--- src/rtl/minefield_reveal_engine.sv ---
// Minesweeper board engine: mine placement, reveal/flag command execution,
// fixed-latency 8-neighbour mine count and lost/won tracking with a registered display read port.
module minefield_reveal_engine #(
  parameter int unsigned ROWS = 8,
  parameter int unsigned COLS = 8,
  parameter int unsigned XW   = $clog2(COLS),
  parameter int unsigned YW   = $clog2(ROWS)
) (
  input  logic          clk,
  input  logic          rst,
  input  logic          new_game,
  input  logic          load_valid,
  input  logic [XW-1:0] load_x,
  input  logic [YW-1:0] load_y,
  input  logic          start,
  input  logic          cmd_valid,
  output logic          cmd_ready,
  input  logic          cmd_op,
  input  logic [XW-1:0] cmd_x,
  input  logic [YW-1:0] cmd_y,
  output logic          cmd_done,
  output logic          cmd_err,
  input  logic [XW-1:0] rd_x,
  input  logic [YW-1:0] rd_y,
  output logic [6:0]    rd_cell,
  output logic [1:0]    status,
  output logic [7:0]    mine_cnt
);

  localparam int unsigned NC = ROWS * COLS;
  localparam int unsigned IW = $clog2(NC);

  typedef enum logic [2:0] {
    S_SETUP, S_IDLE, S_FLAG, S_SCAN, S_RESOLVE, S_LOST, S_WON
  } state_e;

  state_e              state_q, state_d;
  logic [NC-1:0]       mine_q, mine_d, flag_q, flag_d, rev_q, rev_d;
  logic [NC-1:0][3:0]  cnt_q, cnt_d;
  logic [7:0]          mine_cnt_q, mine_cnt_d;
  logic [8:0]          rev_cnt_q, rev_cnt_d;
  logic [XW-1:0]       tx_q, tx_d;
  logic [YW-1:0]       ty_q, ty_d;
  logic [2:0]          nb_q, nb_d;
  logic [3:0]          acc_q, acc_d;
  logic                cmd_ready_q, cmd_ready_d, cmd_done_q, cmd_done_d, cmd_err_q, cmd_err_d;
  logic [6:0]          rd_cell_q, rd_cell_d;
  logic [1:0]          status_q, status_d;

  int                  dx, dy, nb_x, nb_y;
  logic                nb_in, nb_mine, ld_in, cmd_in, rd_in, win;
  logic [IW-1:0]       nb_idx, ld_idx, cmd_idx, rd_idx, t_idx;

  // Coordinate decode for neighbour under scan, load, command target and display read
  always_comb begin
    dx = 1;
    dy = 1;
    case (nb_q)
      3'd0:    begin dx = -1; dy = -1; end
      3'd1:    begin dx =  0; dy = -1; end
      3'd2:    begin dx =  1; dy = -1; end
      3'd3:    begin dx = -1; dy =  0; end
      3'd4:    begin dx =  1; dy =  0; end
      3'd5:    begin dx = -1; dy =  1; end
      3'd6:    begin dx =  0; dy =  1; end
      default: begin dx =  1; dy =  1; end
    endcase
    nb_x    = int'(tx_q) + dx;
    nb_y    = int'(ty_q) + dy;
    nb_in   = (nb_x >= 0) && (nb_x < int'(COLS)) && (nb_y >= 0) && (nb_y < int'(ROWS));
    nb_idx  = nb_in ? IW'(nb_y * int'(COLS) + nb_x) : '0;
    nb_mine = nb_in && mine_q[nb_idx];
    ld_in   = (int'(load_x) < int'(COLS)) && (int'(load_y) < int'(ROWS));
    ld_idx  = ld_in ? IW'(int'(load_y) * int'(COLS) + int'(load_x)) : '0;
    cmd_in  = (int'(cmd_x) < int'(COLS)) && (int'(cmd_y) < int'(ROWS));
    cmd_idx = cmd_in ? IW'(int'(cmd_y) * int'(COLS) + int'(cmd_x)) : '0;
    rd_in   = (int'(rd_x) < int'(COLS)) && (int'(rd_y) < int'(ROWS));
    rd_idx  = rd_in ? IW'(int'(rd_y) * int'(COLS) + int'(rd_x)) : '0;
    t_idx   = IW'(int'(ty_q) * int'(COLS) + int'(tx_q));
    win     = (int'(rev_cnt_q) + 1) == (int'(NC) - int'(mine_cnt_q));
  end

  // Next-state: game FSM, board updates and registered outputs
  always_comb begin
    state_d    = state_q;
    mine_d     = mine_q;
    flag_d     = flag_q;
    rev_d      = rev_q;
    cnt_d      = cnt_q;
    mine_cnt_d = mine_cnt_q;
    rev_cnt_d  = rev_cnt_q;
    tx_d       = tx_q;
    ty_d       = ty_q;
    nb_d       = nb_q;
    acc_d      = acc_q;
    cmd_done_d = 1'b0;
    cmd_err_d  = 1'b0;
    rd_cell_d  = rd_in ? {rev_q[rd_idx], flag_q[rd_idx],
                          mine_q[rd_idx] & (rev_q[rd_idx] | (state_q == S_LOST)),
                          cnt_q[rd_idx]} : '0;

    case (state_q)
      S_SETUP: begin
        if (load_valid && ld_in && !mine_q[ld_idx]) begin
          mine_d[ld_idx] = 1'b1;
          mine_cnt_d     = mine_cnt_q + 8'd1;
        end
        if (start) state_d = S_IDLE;
      end
      S_IDLE: begin
        if (cmd_valid && cmd_ready_q) begin
          tx_d = cmd_x;
          ty_d = cmd_y;
          if (!cmd_in) begin
            cmd_done_d = 1'b1;
            cmd_err_d  = 1'b1;
            state_d    = S_RESOLVE;
          end else if (cmd_op) begin
            cmd_done_d = 1'b1;
            if (rev_q[cmd_idx]) begin
              cmd_err_d = 1'b1;
              state_d   = S_RESOLVE;
            end else begin
              flag_d[cmd_idx] = ~flag_q[cmd_idx];
              state_d         = S_FLAG;
            end
          end else if (flag_q[cmd_idx] || rev_q[cmd_idx]) begin
            cmd_done_d = 1'b1;
            cmd_err_d  = 1'b1;
            state_d    = S_RESOLVE;
          end else if (mine_q[cmd_idx]) begin
            rev_d[cmd_idx] = 1'b1;
            cmd_done_d     = 1'b1;
            state_d        = S_LOST;
          end else begin
            nb_d    = 3'd0;
            acc_d   = 4'd0;
            state_d = S_SCAN;
          end
        end
      end
      S_FLAG, S_RESOLVE: state_d = S_IDLE;
      S_SCAN: begin
        acc_d = acc_q + 4'(nb_mine);
        nb_d  = nb_q + 3'd1;
        if (nb_q == 3'd7) begin
          cnt_d[t_idx] = acc_d;
          rev_d[t_idx] = 1'b1;
          rev_cnt_d    = rev_cnt_q + 9'd1;
          cmd_done_d   = 1'b1;
          state_d      = win ? S_WON : S_IDLE;
        end
      end
      S_LOST, S_WON: state_d = state_q;
      default:       state_d = S_SETUP;
    endcase

    if (new_game) begin
      state_d    = S_SETUP;
      mine_d     = '0;
      flag_d     = '0;
      rev_d      = '0;
      cnt_d      = '0;
      mine_cnt_d = '0;
      rev_cnt_d  = '0;
      cmd_done_d = 1'b0;
      cmd_err_d  = 1'b0;
      rd_cell_d  = '0;
    end

    cmd_ready_d = (state_d == S_IDLE);
    case (state_d)
      S_SETUP: status_d = 2'd0;
      S_LOST:  status_d = 2'd2;
      S_WON:   status_d = 2'd3;
      default: status_d = 2'd1;
    endcase
  end

  // State and output registers
  always_ff @(posedge clk) begin
    if (rst) begin
      state_q     <= S_SETUP;
      mine_q      <= '0;
      flag_q      <= '0;
      rev_q       <= '0;
      cnt_q       <= '0;
      mine_cnt_q  <= '0;
      rev_cnt_q   <= '0;
      tx_q        <= '0;
      ty_q        <= '0;
      nb_q        <= '0;
      acc_q       <= '0;
      cmd_ready_q <= 1'b0;
      cmd_done_q  <= 1'b0;
      cmd_err_q   <= 1'b0;
      rd_cell_q   <= '0;
      status_q    <= 2'd0;
    end else begin
      state_q     <= state_d;
      mine_q      <= mine_d;
      flag_q      <= flag_d;
      rev_q       <= rev_d;
      cnt_q       <= cnt_d;
      mine_cnt_q  <= mine_cnt_d;
      rev_cnt_q   <= rev_cnt_d;
      tx_q        <= tx_d;
      ty_q        <= ty_d;
      nb_q        <= nb_d;
      acc_q       <= acc_d;
      cmd_ready_q <= cmd_ready_d;
      cmd_done_q  <= cmd_done_d;
      cmd_err_q   <= cmd_err_d;
      rd_cell_q   <= rd_cell_d;
      status_q    <= status_d;
    end
  end

  assign cmd_ready = cmd_ready_q;
  assign cmd_done  = cmd_done_q;
  assign cmd_err   = cmd_err_q;
  assign rd_cell   = rd_cell_q;
  assign status    = status_q;
  assign mine_cnt  = mine_cnt_q;

endmodule
--- config.mk ---
export PLATFORM = sky130hd
export DESIGN_NAME = minefield_reveal_engine
export DESIGN_NICKNAME = d
export VERILOG_FILES = /design/src/rtl/minefield_reveal_engine.sv
export SDC_FILE = /design/constraint.sdc
export NUM_CORES = 1
export LEC_CHECK = 0
export BUFFER_PORTS_ARGS = -buffer_cell sky130_fd_sc_hd__buf_2
export CAP_MARGIN = 20
export CORE_MARGIN = 2
export CORE_UTILIZATION = 23
export CTS_CLUSTER_DIAMETER = 100
export DETAILED_ROUTE_END_ITERATION = 8
export MAX_ROUTING_LAYER = met4
export PLACE_DENSITY = 0.47
export SYNTH_ARGS = -nofsm -noshare
export SYNTH_HDL_FRONTEND = slang
export SYNTH_SLANG_ARGS = --single-unit
--- constraint.sdc ---
create_clock -name clk -period 8.1 [get_ports clk]
set_clock_uncertainty 0.2 [all_clocks]
set_input_delay 1.215 -clock clk [delete_from_list [all_inputs] [get_ports clk]]
set_output_delay 1.215 -clock clk [all_outputs]
set_load 0.005 [all_outputs]
==> results.md <==
- Htree depth: 2
- Synth cell count leaders: 493 x dfxtp_1, 348 x nor2_1, 288 x nand2_1, 228 x a21oi_1, 199 x clkbuf_1
- CTS Hold Bufs: 0
- Gates resized, CTS repair: 0
- Synth Flop Type: dfxtp_1
- Final Net Count: 2,796
- CP required: 8430 ps
- Peak Freq: ~0.14 GHz
- Die Y: 338 um
- Outcome: finished, final reports clean
- Clk root buf: clkbuf_16
- Tot GR Track Use: 0.154
- Pwr dens: roughly 190 nW/um2
- Count of state elements after synthesis: slightly below 500
- Worst-path maximum fanout: 40
- DR DRC count: 0
- CTS clk-pin slew, worst paths: approximately 60 ps
- Worst vdd ir: roughly 0.15 mV
- Routability congestion estimate: 0.853
- First-pass GRT wire length: around 130 mm
- Placed cell count: 4,158
- Largest area contributor in the netlist: dfxtp_1
- Num CTS Buffers: just under 60
- Critical path origin: nb_q[0]$_SDFFE_PP0P_
- Clock Path Buffers: 3
- Routed Wire Length: 87.0 mm
- CTS Sinks: 493
- Seq/Total Area, Yosys: 0.384
- Beginning of the worst hold path: rev_q[6]$_SDFFE_PP0P_
- Yosys cell types: 80
- Initial Util: 0.232
- Data arrival time of the critical path: 7270 ps
- Fin crit share: 0.857
- Worst Hold Class: flop to flop
- Fin crit period: 6940 ps
- Mean Syn Cell Area: around 9.1 um2
- Cells after Synth: 2,831
- Synth Warn #: 0
- Overflow after GRT: 0
- Async SR Flop Fraction: 0
- Core ar.: ~110,000 um2
- Hold WS: 260 ps
- HPWL after DPL: 54.7 mm
- 1st-iter DRT viols: 1,942
- Vias in the first global route: 20,900
- Slew Viols, Final: 0
- Endpoints failing hold: 0
- Vias per inst: roughly 5.1
- RSZ-0062 raised after global routing: no
- Layout cells sized above 1: 0.152
- Yosys top cell area share: 0.384
- Leak: 8.96 nW
- Crit end category: flop
- Post-CTS Setup Bufs: 0
- Most area-consuming cells after synthesis: dfxtp_1 38%, mux4_2 14%, nor2_1 5.1%, a211oi_1 5.0%, a21oi_1 4.4%
- Row Count: 122
- Initial antenna violation count: 2
- Final setup viols: 0
- R2r setup slk: 1160 ps
- Syn Nets: 2,894
- Number of I/O port buffers: 44
- IO Pins: 45
- Setup TNS: 0 ps
- TritonCTS clock tree: yes
- Latest clock arrival within the worst-skew pair: around 630 ps
- Worst r2r src: nb_q[0]$_SDFFE_PP0P_
- Number of synthesized flops with an enable pin: 0
- Via count: 21,800
- Cell area after synthesis: 25,700 um2
- Crit start category: flop
- Max_cap viols: 0
- Antenna Violating Nets Remaining: 0
- Largest net degree at the start of global routing: 114
- Max-Slew Margin vs Limit: 0.226
- Chip Width: 338 um
- Most frequent cell after synthesis: dfxtp_1
- Crit Path Class: flop to flop
- Synthesis-to-finish area growth: 13.8%
- Die area: 114,000 um2
- Drt wl/cell: 20.4 um
- Worst slew pin tran: 1160 ps
- Pre-Repair DR Iteration Count: 6
- Final Non-Filler Cells: 4,268
metal layers:
| layer | GRT usage | up-vias | share of wire |
|---|---|---|---|
| met2 | 0.240 | 644 | 0.46 |
| met1 | 0.207 | 10700 | 0.46 |
| met5 | - | - | 0 |
| met3 | 0.0239 | 161 | 0.053 |
| li1 | - | 10300 | - |
| met4 | 0.0457 | 0 | 0.028 |
cell type report:
class / count / area (um2)
fill: 11900 / 81500
multi-input combinational: 2046 / 14700
sequential: 493 / 9870
tap: 1488 / 1860
clock buffer: 80 / 1680
timing repair buffer: 99 / 681
clock inverter: 26 / 300
inverter: 35 / 131
antenna: 1 / 2.50
stage by stage:
stage                     utilization  instance area (um2)  setup slack [ps]  power, W
final                           0.264                29200              1160   0.00548
after global routing            0.264                29200               712   0.00566
after CTS                       0.264                29200              1160   0.00555
after detailed placement        0.246                27200              1190   0.00279
after global placement          0.246                27200              1420   0.00279
after floorplan                     -                25700              1990   0.00268
final timing paths:
path | end | cells past startpoint
worst max-delay path | cnt_q[249]$_SDFFE_PP0P_ | 21
worst min-delay path | rev_q[6]$_SDFFE_PP0P_ | 2
worst max register to register | cnt_q[249]$_SDFFE_PP0P_ | 21
worst min register to register | rev_q[6]$_SDFFE_PP0P_ | 2
flip-flops by register name, summed over array words and instances (netlist names), 3 cells and up:
signal     flops
cnt_q        256
flag_q        64
mine_q        64
rev_q         64
rev_cnt_q      9
mine_cnt       8
rd_cell        7
acc_q          4
nb_q           3
state_q        3
tx_q           3
ty_q           3
where the power goes:
part | switching (W) | total, W | internal [W]
sequential | 0.00000364 | 0.00243 | 0.00243
combinational | 0.000219 | 0.000304 | 0.0000850
clock | 0.00111 | 0.00275 | 0.00163
total | 0.00134 | 0.00548 | 0.00414
critical path: stages (launching register included):
cell and delay, ps:
dfxtp_1 400, inv_1 90, ha_1 210, mux2_2 290
or3_1 360, ha_1 220, fa_1 430, a21oi_1 230
ha_1 210, nor4bb_1 300, nand4_1 140, nor4b_2 460
and3_1 720, a22oi_1 160, mux4_2 520, nor2_1 100
o221ai_1 230, ha_2 260, ha_2 750, buf_12 300
nand2_1 80, a21oi_1 130
cells in the final DEF, fill, tap and decap left out, types with 6 or more instances in the layout:
cell / Yosys / final
a211oi_1: 172 / 172
a21oi_1: 228 / 228
a221o_1: 8 / 8
a221oi_1: 14 / 14
a22oi_1: 78 / 78
a31oi_1: 75 / 75
and2_1: 12 / 12
and3_1: 23 / 22
and3b_1: 6 / 6
buf_2: 19 / 44
buf_4: 3 / 49
bufinv_16: 0 / 6
clkbuf_1: 199 / 9
clkbuf_16: 0 / 59
clkbuf_8: 0 / 13
clkinv_2: 0 / 14
dfxtp_1: 493 / 493
ha_1: 35 / 33
inv_1: 33 / 33
mux2_2: 23 / 23
mux2i_1: 45 / 45
mux4_2: 165 / 165
nand2_1: 288 / 288
nand2b_1: 10 / 10
nand3_1: 31 / 31
nand3b_1: 8 / 8
nand4_1: 6 / 6
nor2_1: 348 / 341
nor2_2: 0 / 6
nor2b_1: 16 / 15
nor3_1: 22 / 17
nor3b_1: 16 / 14
o211ai_1: 9 / 9
o21ai_0: 189 / 189
o21ai_1: 60 / 60
o221ai_1: 8 / 8
o22ai_1: 10 / 10
or3_1: 11 / 11
xnor2_1: 21 / 19
xor2_1: 15 / 15
logic make-up (layout without fill, tap and decap cells):
group           count (synthesis)  in the layout  synth area share
buf+inv                       292            240            0.0467
simple gates                  829            829             0.142
mux                           233            233             0.172
other cells                     0              1                 0
compound gates                907            907             0.220
xor+xnor                       39             39            0.0149
fa+ha+maj                      38             38            0.0194
flops                         493            493             0.384
No activity file was read; power rests on OpenSTA's default activity.
